`src/rtl/tsc_pkg.sv`:
```
// Shared types and constants for the TSC sample capture block.
// Latency: n/a (declarations only).
// Backpressure: n/a.
package tsc_pkg;

    localparam int DATA_W       = 12;
    // Minimum cycles adc_req stays high before a capture may be taken.
    localparam int REQ_MIN_HIGH = 3;
    // Minimum cycles adc_req stays low between two requests.
    localparam int REQ_MIN_LOW  = 4;

    typedef enum logic [2:0] {
        IDLE  = 3'd0,
        ARMED = 3'd1,
        POST  = 3'd2,
        DONE  = 3'd3,
        ERROR = 3'd4
    } state_e;

endpackage

```
`src/rtl/tsc_req_seq.sv`:
```
// ADC request sequencer: paces adc_req, synchronizes adc_rdy and reports each captured sample.
// Latency: capture no earlier than REQ_MIN_HIGH cycles after req rises; sample_valid/timeout are single-cycle pulses.
// Backpressure: none toward the core; the ADC is throttled by SAMPLE_DIV spacing and its own rdy.
module tsc_req_seq #(
    parameter int DATA_W     = tsc_pkg::DATA_W,
    parameter int SAMPLE_DIV = 16,
    parameter int TIMEOUT    = 64
) (
    input  logic              clk,
    input  logic              rst,
    input  logic              active,
    input  logic              adc_rdy,
    input  logic [DATA_W-1:0] adc_dat,
    output logic              adc_req,
    output logic              sample_valid,
    output logic [DATA_W-1:0] sample_data,
    output logic              timeout
);
    import tsc_pkg::*;

    // cnt counts cycles since the last req rise; it must reach both the
    // period and one past the timeout, then saturates.
    localparam int CNT_MAX = (SAMPLE_DIV > TIMEOUT + 1) ? SAMPLE_DIV : TIMEOUT + 1;
    localparam int CW      = $clog2(CNT_MAX + 1);
    localparam int LW      = $clog2(REQ_MIN_LOW + 1);

    localparam logic [CW-1:0] CNT_SAT = CW'(CNT_MAX);
    localparam logic [CW-1:0] DIV_C   = CW'(SAMPLE_DIV);
    localparam logic [CW-1:0] HIGH_C  = CW'(REQ_MIN_HIGH);
    localparam logic [CW-1:0] TO_C    = CW'(TIMEOUT);
    localparam logic [LW-1:0] LOW_C   = LW'(REQ_MIN_LOW);

    logic          rdy_meta_q;
    logic          rdy_s_q;
    logic          req_q, req_d;
    logic [CW-1:0] cnt_q, cnt_d;
    logic [LW-1:0] low_q, low_d;
    logic          capture;
    logic          expire;

    // two-flop synchronizer for the ADC ready, which is asynchronous to clk
    always_ff @(posedge clk or posedge rst) begin
        if (rst) begin
            rdy_meta_q <= 1'b0;
            rdy_s_q    <= 1'b0;
        end else begin
            rdy_meta_q <= adc_rdy;
            rdy_s_q    <= rdy_meta_q;
        end
    end

    // The minimum high time also masks a rdy still high from the previous sample.
    assign capture = active && req_q && rdy_s_q && (cnt_q >= HIGH_C) && (cnt_q <= TO_C);
    assign expire  = active && req_q && (cnt_q > TO_C);

    // request pacing: rise on period and low-time, fall on capture, timeout or disarm
    always_comb begin
        req_d = req_q;
        cnt_d = (cnt_q == CNT_SAT) ? cnt_q : cnt_q + CW'(1);
        low_d = (low_q == LOW_C) ? low_q : low_q + LW'(1);
        if (req_q) begin
            low_d = '0;
            if (capture || expire || !active) begin
                req_d = 1'b0;
                low_d = LW'(1);
            end
        end else if (active && (cnt_q >= DIV_C) && (low_q >= LOW_C)) begin
            // A late capture pushes the rise out via the low-time counter.
            req_d = 1'b1;
            cnt_d = CW'(1);
        end
    end

    // request state register; reset drops adc_req immediately
    always_ff @(posedge clk or posedge rst) begin
        if (rst) begin
            req_q <= 1'b0;
            cnt_q <= '0;
            low_q <= '0;
        end else begin
            req_q <= req_d;
            cnt_q <= cnt_d;
            low_q <= low_d;
        end
    end

    // adc_dat is stable while rdy is high, which holds across the capture edge.
    assign adc_req      = req_q;
    assign sample_valid = capture;
    assign sample_data  = adc_dat;
    assign timeout      = expire;

endmodule

```
`src/rtl/tsc_capture.sv`:
```
// Threshold-triggered ADC capture into a circular buffer with pre-trigger history, frozen for readout.
// Latency: a sample lands in the buffer on its capture edge; rd_data is registered, one cycle after rd_addr.
// Backpressure: none; start is ignored while busy and the ADC is paced by the request sequencer.
module tsc_capture #(
    parameter int DATA_W     = tsc_pkg::DATA_W,
    parameter int DEPTH      = 32,
    parameter int PRE_TRIG   = 8,
    parameter int SAMPLE_DIV = 16,
    parameter int TIMEOUT    = 64
) (
    input  logic                     clk,
    input  logic                     rst,
    input  logic                     start,
    input  logic [DATA_W-1:0]        trig_level,
    output logic                     adc_req,
    input  logic                     adc_rdy,
    input  logic [DATA_W-1:0]        adc_dat,
    output logic                     busy,
    output logic                     triggered,
    output logic                     done,
    output logic                     error,
    input  logic [$clog2(DEPTH)-1:0] rd_addr,
    output logic [DATA_W-1:0]        rd_data
);
    import tsc_pkg::*;

    localparam int AW  = $clog2(DEPTH);
    localparam int PCW = $clog2(PRE_TRIG + 1);
    localparam int QCW = $clog2(DEPTH - PRE_TRIG + 1);

    localparam logic [PCW-1:0] PRE_C   = PCW'(PRE_TRIG);
    localparam logic [QCW-1:0] POST_C  = QCW'(DEPTH - PRE_TRIG);
    localparam logic [AW-1:0]  PRE_OFF = AW'(PRE_TRIG);

    state_e             state_q, state_d;
    logic [DATA_W-1:0]  lvl_q, lvl_d;
    logic               trig_q, trig_d;
    logic [PCW-1:0]     pre_q, pre_d;
    logic [QCW-1:0]     post_q, post_d;
    logic [AW-1:0]      wptr_q, wptr_d;
    logic [AW-1:0]      tptr_q, tptr_d;
    logic [DATA_W-1:0]  rd_data_q, rd_data_d;
    logic [AW-1:0]      rd_idx;
    logic               wr_en;
    logic               active;

    logic               sample_valid;
    logic [DATA_W-1:0]  sample_data;
    logic               timeout;

    logic [DATA_W-1:0]  mem [DEPTH];

    assign active = (state_q == ARMED) || (state_q == POST);

    tsc_req_seq #(
        .DATA_W     (DATA_W),
        .SAMPLE_DIV (SAMPLE_DIV),
        .TIMEOUT    (TIMEOUT)
    ) u_req_seq (
        .clk          (clk),
        .rst          (rst),
        .active       (active),
        .adc_rdy      (adc_rdy),
        .adc_dat      (adc_dat),
        .adc_req      (adc_req),
        .sample_valid (sample_valid),
        .sample_data  (sample_data),
        .timeout      (timeout)
    );

    // capture FSM: arm, fill the ring, detect trigger, count post-samples, freeze
    always_comb begin
        state_d = state_q;
        lvl_d   = lvl_q;
        trig_d  = trig_q;
        pre_d   = pre_q;
        post_d  = post_q;
        wptr_d  = wptr_q;
        tptr_d  = tptr_q;
        wr_en   = 1'b0;
        unique case (state_q)
            IDLE, DONE, ERROR: begin
                if (start) begin
                    state_d = ARMED;
                    lvl_d   = trig_level;
                    trig_d  = 1'b0;
                    pre_d   = '0;
                    post_d  = '0;
                end
            end
            ARMED: begin
                if (timeout) begin
                    state_d = ERROR;
                end else if (sample_valid) begin
                    wr_en  = 1'b1;
                    wptr_d = wptr_q + AW'(1);
                    // Only a sample with a full pre-trigger history behind it may trigger.
                    if ((sample_data >= lvl_q) && (pre_q == PRE_C)) begin
                        trig_d  = 1'b1;
                        tptr_d  = wptr_q;
                        post_d  = QCW'(1);
                        state_d = (POST_C == QCW'(1)) ? DONE : POST;
                    end else if (pre_q != PRE_C) begin
                        pre_d = pre_q + PCW'(1);
                    end
                end
            end
            POST: begin
                if (timeout) begin
                    state_d = ERROR;
                end else if (sample_valid) begin
                    wr_en  = 1'b1;
                    wptr_d = wptr_q + AW'(1);
                    post_d = post_q + QCW'(1);
                    if (post_d == POST_C) begin
                        state_d = DONE;
                    end
                end
            end
            default: begin
                state_d = IDLE;
            end
        endcase
    end

    // FSM and pointer registers
    always_ff @(posedge clk or posedge rst) begin
        if (rst) begin
            state_q <= IDLE;
            lvl_q   <= '0;
            trig_q  <= 1'b0;
            pre_q   <= '0;
            post_q  <= '0;
            wptr_q  <= '0;
            tptr_q  <= '0;
        end else begin
            state_q <= state_d;
            lvl_q   <= lvl_d;
            trig_q  <= trig_d;
            pre_q   <= pre_d;
            post_q  <= post_d;
            wptr_q  <= wptr_d;
            tptr_q  <= tptr_d;
        end
    end

    // sample ring buffer; contents are not reset
    always_ff @(posedge clk) begin
        if (wr_en) begin
            mem[wptr_q] <= sample_data;
        end
    end

    // Logical index 0 is the oldest kept sample, PRE_TRIG entries before the trigger.
    assign rd_idx = tptr_q - PRE_OFF + rd_addr;

    // readout address decode
    always_comb begin
        rd_data_d = mem[rd_idx];
    end

    // registered readout
    always_ff @(posedge clk or posedge rst) begin
        if (rst) begin
            rd_data_q <= '0;
        end else begin
            rd_data_q <= rd_data_d;
        end
    end

    assign rd_data   = rd_data_q;
    assign busy      = active;
    assign triggered = trig_q;
    assign done      = (state_q == DONE);
    assign error     = (state_q == ERROR);

endmodule

```
`config.mk`:
```
export PLATFORM = sky130hd
export DESIGN_NAME = tsc_capture
export DESIGN_NICKNAME = d
export VERILOG_FILES = /design/src/rtl/tsc_pkg.sv /design/src/rtl/tsc_req_seq.sv /design/src/rtl/tsc_capture.sv
export SDC_FILE = /design/constraint.sdc
export NUM_CORES = 1
export LEC_CHECK = 0
export CORE_MARGIN = 2
export CORE_UTILIZATION = 25
export CTS_BUF_LIST = sky130_fd_sc_hd__clkbuf_16
export CTS_CLUSTER_DIAMETER = 60
export DETAILED_ROUTE_END_ITERATION = 10
export DONT_BUFFER_PORTS = 1
export PLACE_DENSITY = 0.43
export SYNTH_ARGS = -nofsm -noshare
export SYNTH_HDL_FRONTEND = slang
export SYNTH_SLANG_ARGS = --single-unit
```
`constraint.sdc`:
```
create_clock -name clk -period 2.6 [get_ports clk]
set_input_delay 0.52 -clock clk [delete_from_list [all_inputs] [get_ports clk]]
set_output_delay 0.52 -clock clk [all_outputs]
set_load 0.01 [all_outputs]
```
==> flow_metrics.tcl <==
set metrics [dict create \
    fmax_ghz 0.3934 \
    max-slew-margin-rel_pct 23.96 \
    crit_family "simple AND/OR/NAND/NOR gates" \
    synthCells 1024 \
    htreeDepth 2 \
    yosys-mux-area-fraction_pct 12.44 \
    intPower_mw 12.75 \
    fp-row-count 98 \
    wl_per_cell_um 24.72 \
    reg2reg_to "mem[25][8]$_DFFE_PP_" \
    worst_pin_slew_ps 1137 \
    ios 50 \
    cts_tree "built" \
    grt_max_degree 42 \
    gp_congestion 0.7764 \
    clock_sinks 444 \
    end_kind "flip-flop" \
    hold_viol 0 \
    synthFlopType "edfxtp_1" \
    drc 0 \
    fin_hold_ws_ps 35.98 \
    maxCapViolCount 0 \
    drt-initial-drc-count 671 \
    grt_pass1_wl_um 75720 \
    path_class "flip-flop to flip-flop" \
    grt-ovfl-total 0 \
    p_sw_share_pct 25.19 \
    grtUsageTotal_pct 14.52 \
    ant_nets 0 \
    power_frac_clock_pct 40.1 \
    status "finished clean" \
    setup_tns_ps 0 \
    crit_start "u_req_seq.cnt_q[3]$_DFF_PP0_" \
    start_util_pct 25.15 \
    hp-class "input port to flip-flop" \
    cts.clk_slew.worst_paths_ps 60 \
    cts-buffers-inserted 51 \
    die_width_um 271.7 \
    p_per_area_mw_per_mm2 761.0 \
    slowest_stage "or4_4" \
    detailed_place_hpwl_um 29680 \
    rsz0062_at_grt "false" \
    slew_violations 0 \
    worst-path-buf-inv 4 \
    crit_chain "or4_4 -> buf_4 -> o41a_1 -> and3_4 -> buf_4 -> nand2_8 -> buf_6 -> nor2_2 -> clkbuf_16" \
    ff2ff_setup_slack_ps 60 \
    yosysSeqAreaShare_pct 72.74 \
    cts_root_buffer "clkbuf_16" \
    dieArea_mm2 0.07383 \
    grt_pass1_vias 10230 \
    synth_compound_area_share_pct 2.249 \
    synth-simple-area-share_pct 7.675 \
    fin_crit_ps 2542 \
    port_buffers 0 \
    comb_power_share_pct 11.5 \
    cts_buffer_depth 3 \
    layout-drive-gt1-share_pct 26.39 \
    syn-num-nets 1090 \
    syn_avg_cell_area_um2 17.50 \
    final_cell_mix "edfxtp_1, nand2_1, mux4_2, dfrtp_1, clkbuf_16" \
    async_flop_share_pct 13.51 \
    antenna_found_initial 4 \
    area_growth_pct 24.96 \
    crit_cells 9 \
    firstDrtPassIters 5 \
    synthAdderAreaFrac_pct 2.346 \
    synth_top_family_by_area "multiplexers" \
    crit_end "mem[25][8]$_DFFE_PP_" \
    reg2regPathDepth 9 \
    finClkSkew_ps 27.15 \
    setup_viol 0 \
    crit_arrival_ps 2890 \
    synth-edff-count 384 \
    core_area_mm2 0.07124 \
    netlist_area_mm2 0.01792 \
    fin_nets 1229 \
    p_total_mw 17.04 \
    required_ps 2950 \
    ys_ff_latch 444 \
    synth_warnings 0 \
    p_leak_nw 7.576 \
    wirelength_um 53290 \
    synth-xor-area-share_pct 0.8799 \
    period_share_pct 97.77 \
    max_stage_delay_ps 560 \
    startpoint_type "flip-flop" \
    p_sw_mw 4.292 \
    avgViaCountPerCell 4.492 \
    vias 9684 \
    fp.dieH_um 271.7 \
    synth.distinct_cells 54 \
    ir_drop_mv 0.3848 \
    clock_latency_ps 610 \
    power_frac_seq_pct 48.4 \
    cp_common_cell "buf_4" \
    r2r-start "u_req_seq.cnt_q[3]$_DFF_PP0_" \
    fillCellCount 6915 \
    layout_commonest_cell "edfxtp_1" \
    critPathMaxFanout 6 \
]
-- worst min-delay path by stage --
stage	start	to	slack [ps]	depth (start not counted)
finish	trig_level[5]	lvl_q[5]$_DFFE_PP0P_	40	2
CTS	adc_dat[9]	mem[14][9]$_DFFE_PP_	1	0
global route	adc_dat[9]	mem[14][9]$_DFFE_PP_	10	0
floorplan	u_req_seq.rdy_meta_q$_DFF_PP0_	u_req_seq.rdy_s_q$_DFF_PP0_	330	0
global placement	u_req_seq.rdy_meta_q$_DFF_PP0_	u_req_seq.rdy_s_q$_DFF_PP0_	330	0
detailed placement	u_req_seq.rdy_meta_q$_DFF_PP0_	u_req_seq.rdy_s_q$_DFF_PP0_	340	0
-- cell usage after synthesis, types with 3 or more instances --
| cell type | number | share of area (%) |
|---|---|---|
| a21o_1 | 3 | 0.13 |
| a21oi_1 | 12 | 0.34 |
| and2_1 | 4 | 0.14 |
| and4_1 | 14 | 0.68 |
| buf_1 | 6 | 0.13 |
| buf_2 | 9 | 0.25 |
| clkbuf_1 | 29 | 0.61 |
| dfrtp_1 | 60 | 8.4 |
| edfxtp_1 | 384 | 64 |
| ha_1 | 32 | 2.2 |
| inv_1 | 30 | 0.63 |
| mux2_2 | 5 | 0.31 |
| mux4_2 | 96 | 12 |
| nand2_1 | 129 | 2.7 |
| nand2b_1 | 3 | 0.10 |
| nand3_1 | 55 | 1.5 |
| nand3b_1 | 4 | 0.17 |
| nand4_1 | 4 | 0.14 |
| nor2_1 | 50 | 1.0 |
| nor2b_1 | 3 | 0.10 |
| nor3_1 | 7 | 0.20 |
| o21a_1 | 4 | 0.17 |
| o21ai_0 | 21 | 0.59 |
| o2bb2ai_1 | 3 | 0.15 |
| or3_1 | 7 | 0.24 |
| xnor2_1 | 11 | 0.54 |
| xor2_1 | 7 | 0.34 |
-- registers in the layout (all words and copies together) (netlist names), 3 cells and up --
register and cells:
post_q 5, u_req_seq.cnt_q 7, wptr_q 5, lvl_q 12
pre_q 4, u_req_seq.low_q 3, tptr_q 5, state_q 3
rd_data 12, mem 384
-- cell type report --
type | count | area (µm²) | area share [%]
antenna | 1 | 2.502 | 0.01118
clock buffer | 51 | 1276 | 5.700
clock inverter | 44 | 325.3 | 1.453
inverter | 30 | 112.6 | 0.5030
multi-input combinational | 505 | 4826 | 21.55
sequential | 444 | 13030 | 58.22
tap | 950 | 1189 | 5.309
timing repair buffer | 131 | 1624 | 7.254
-- kinds of logic (layout without fill, tap and decap cells) --
group / count (synthesis) / count (layout)
xor gates and xnor gates: 18 / 18
and+or+nand+nor: 293 / 293
muxes: 102 / 102
AOI/OAI and AO/OA: 59 / 59
DFF: 444 / 444
adders and majority gates: 33 / 33
buffers and inverters: 75 / 256
other: 0 / 1
-- what timing repair did --
| action | in CTS | in global routing |
|---|---|---|
| endpoints found under the hold margin | 247 | 0 |
| gates resized for setup | 24 | 24 |
| hold buffers | 36 | 0 |
| setup buffers | 3 | 1 |
| endpoints found under the setup margin | 201 | 222 |
| gates cloned | 2 | 1 |
| pin swaps | 2 | 6 |
-- power groups by stage --
stage               Sequential [mW]  Combinational, mW  Clock [mW]
floorplan                      8.33               1.01           0
global placement               8.37               1.68           0
detailed placement             8.38               1.68           0
CTS                            8.24               1.98        7.02
global route                   8.27               2.16        7.30
finish                         8.24               1.96        6.84
-- metrics by stage --
stage | setup WS [ps] | util [%] | instances | area, µm²
3_5_place_dp | -145.7 | 28.24 | 2019 | 20120
2_1_floorplan | -147.8 | - | 1024 | 17940
5_1_grt | 10.64 | 31.42 | 2155 | 22390
4_1_cts | -1.026 | 31.32 | 2155 | 22320
3_3_place_gp | -129.3 | 28.24 | 2019 | 20120
6_report | 58.01 | 31.43 | 2156 | 22390
-- layer usage --
layer	vias to the layer above	share of wire, %	track usage, %
li1	4270	-	-
met1	5191	46	19.46
met2	169	48	24.23
met3	54	4.3	2.778
met4	0	1.7	3.571
met5	-	0	0
Power figures use the tool's default switching activity.
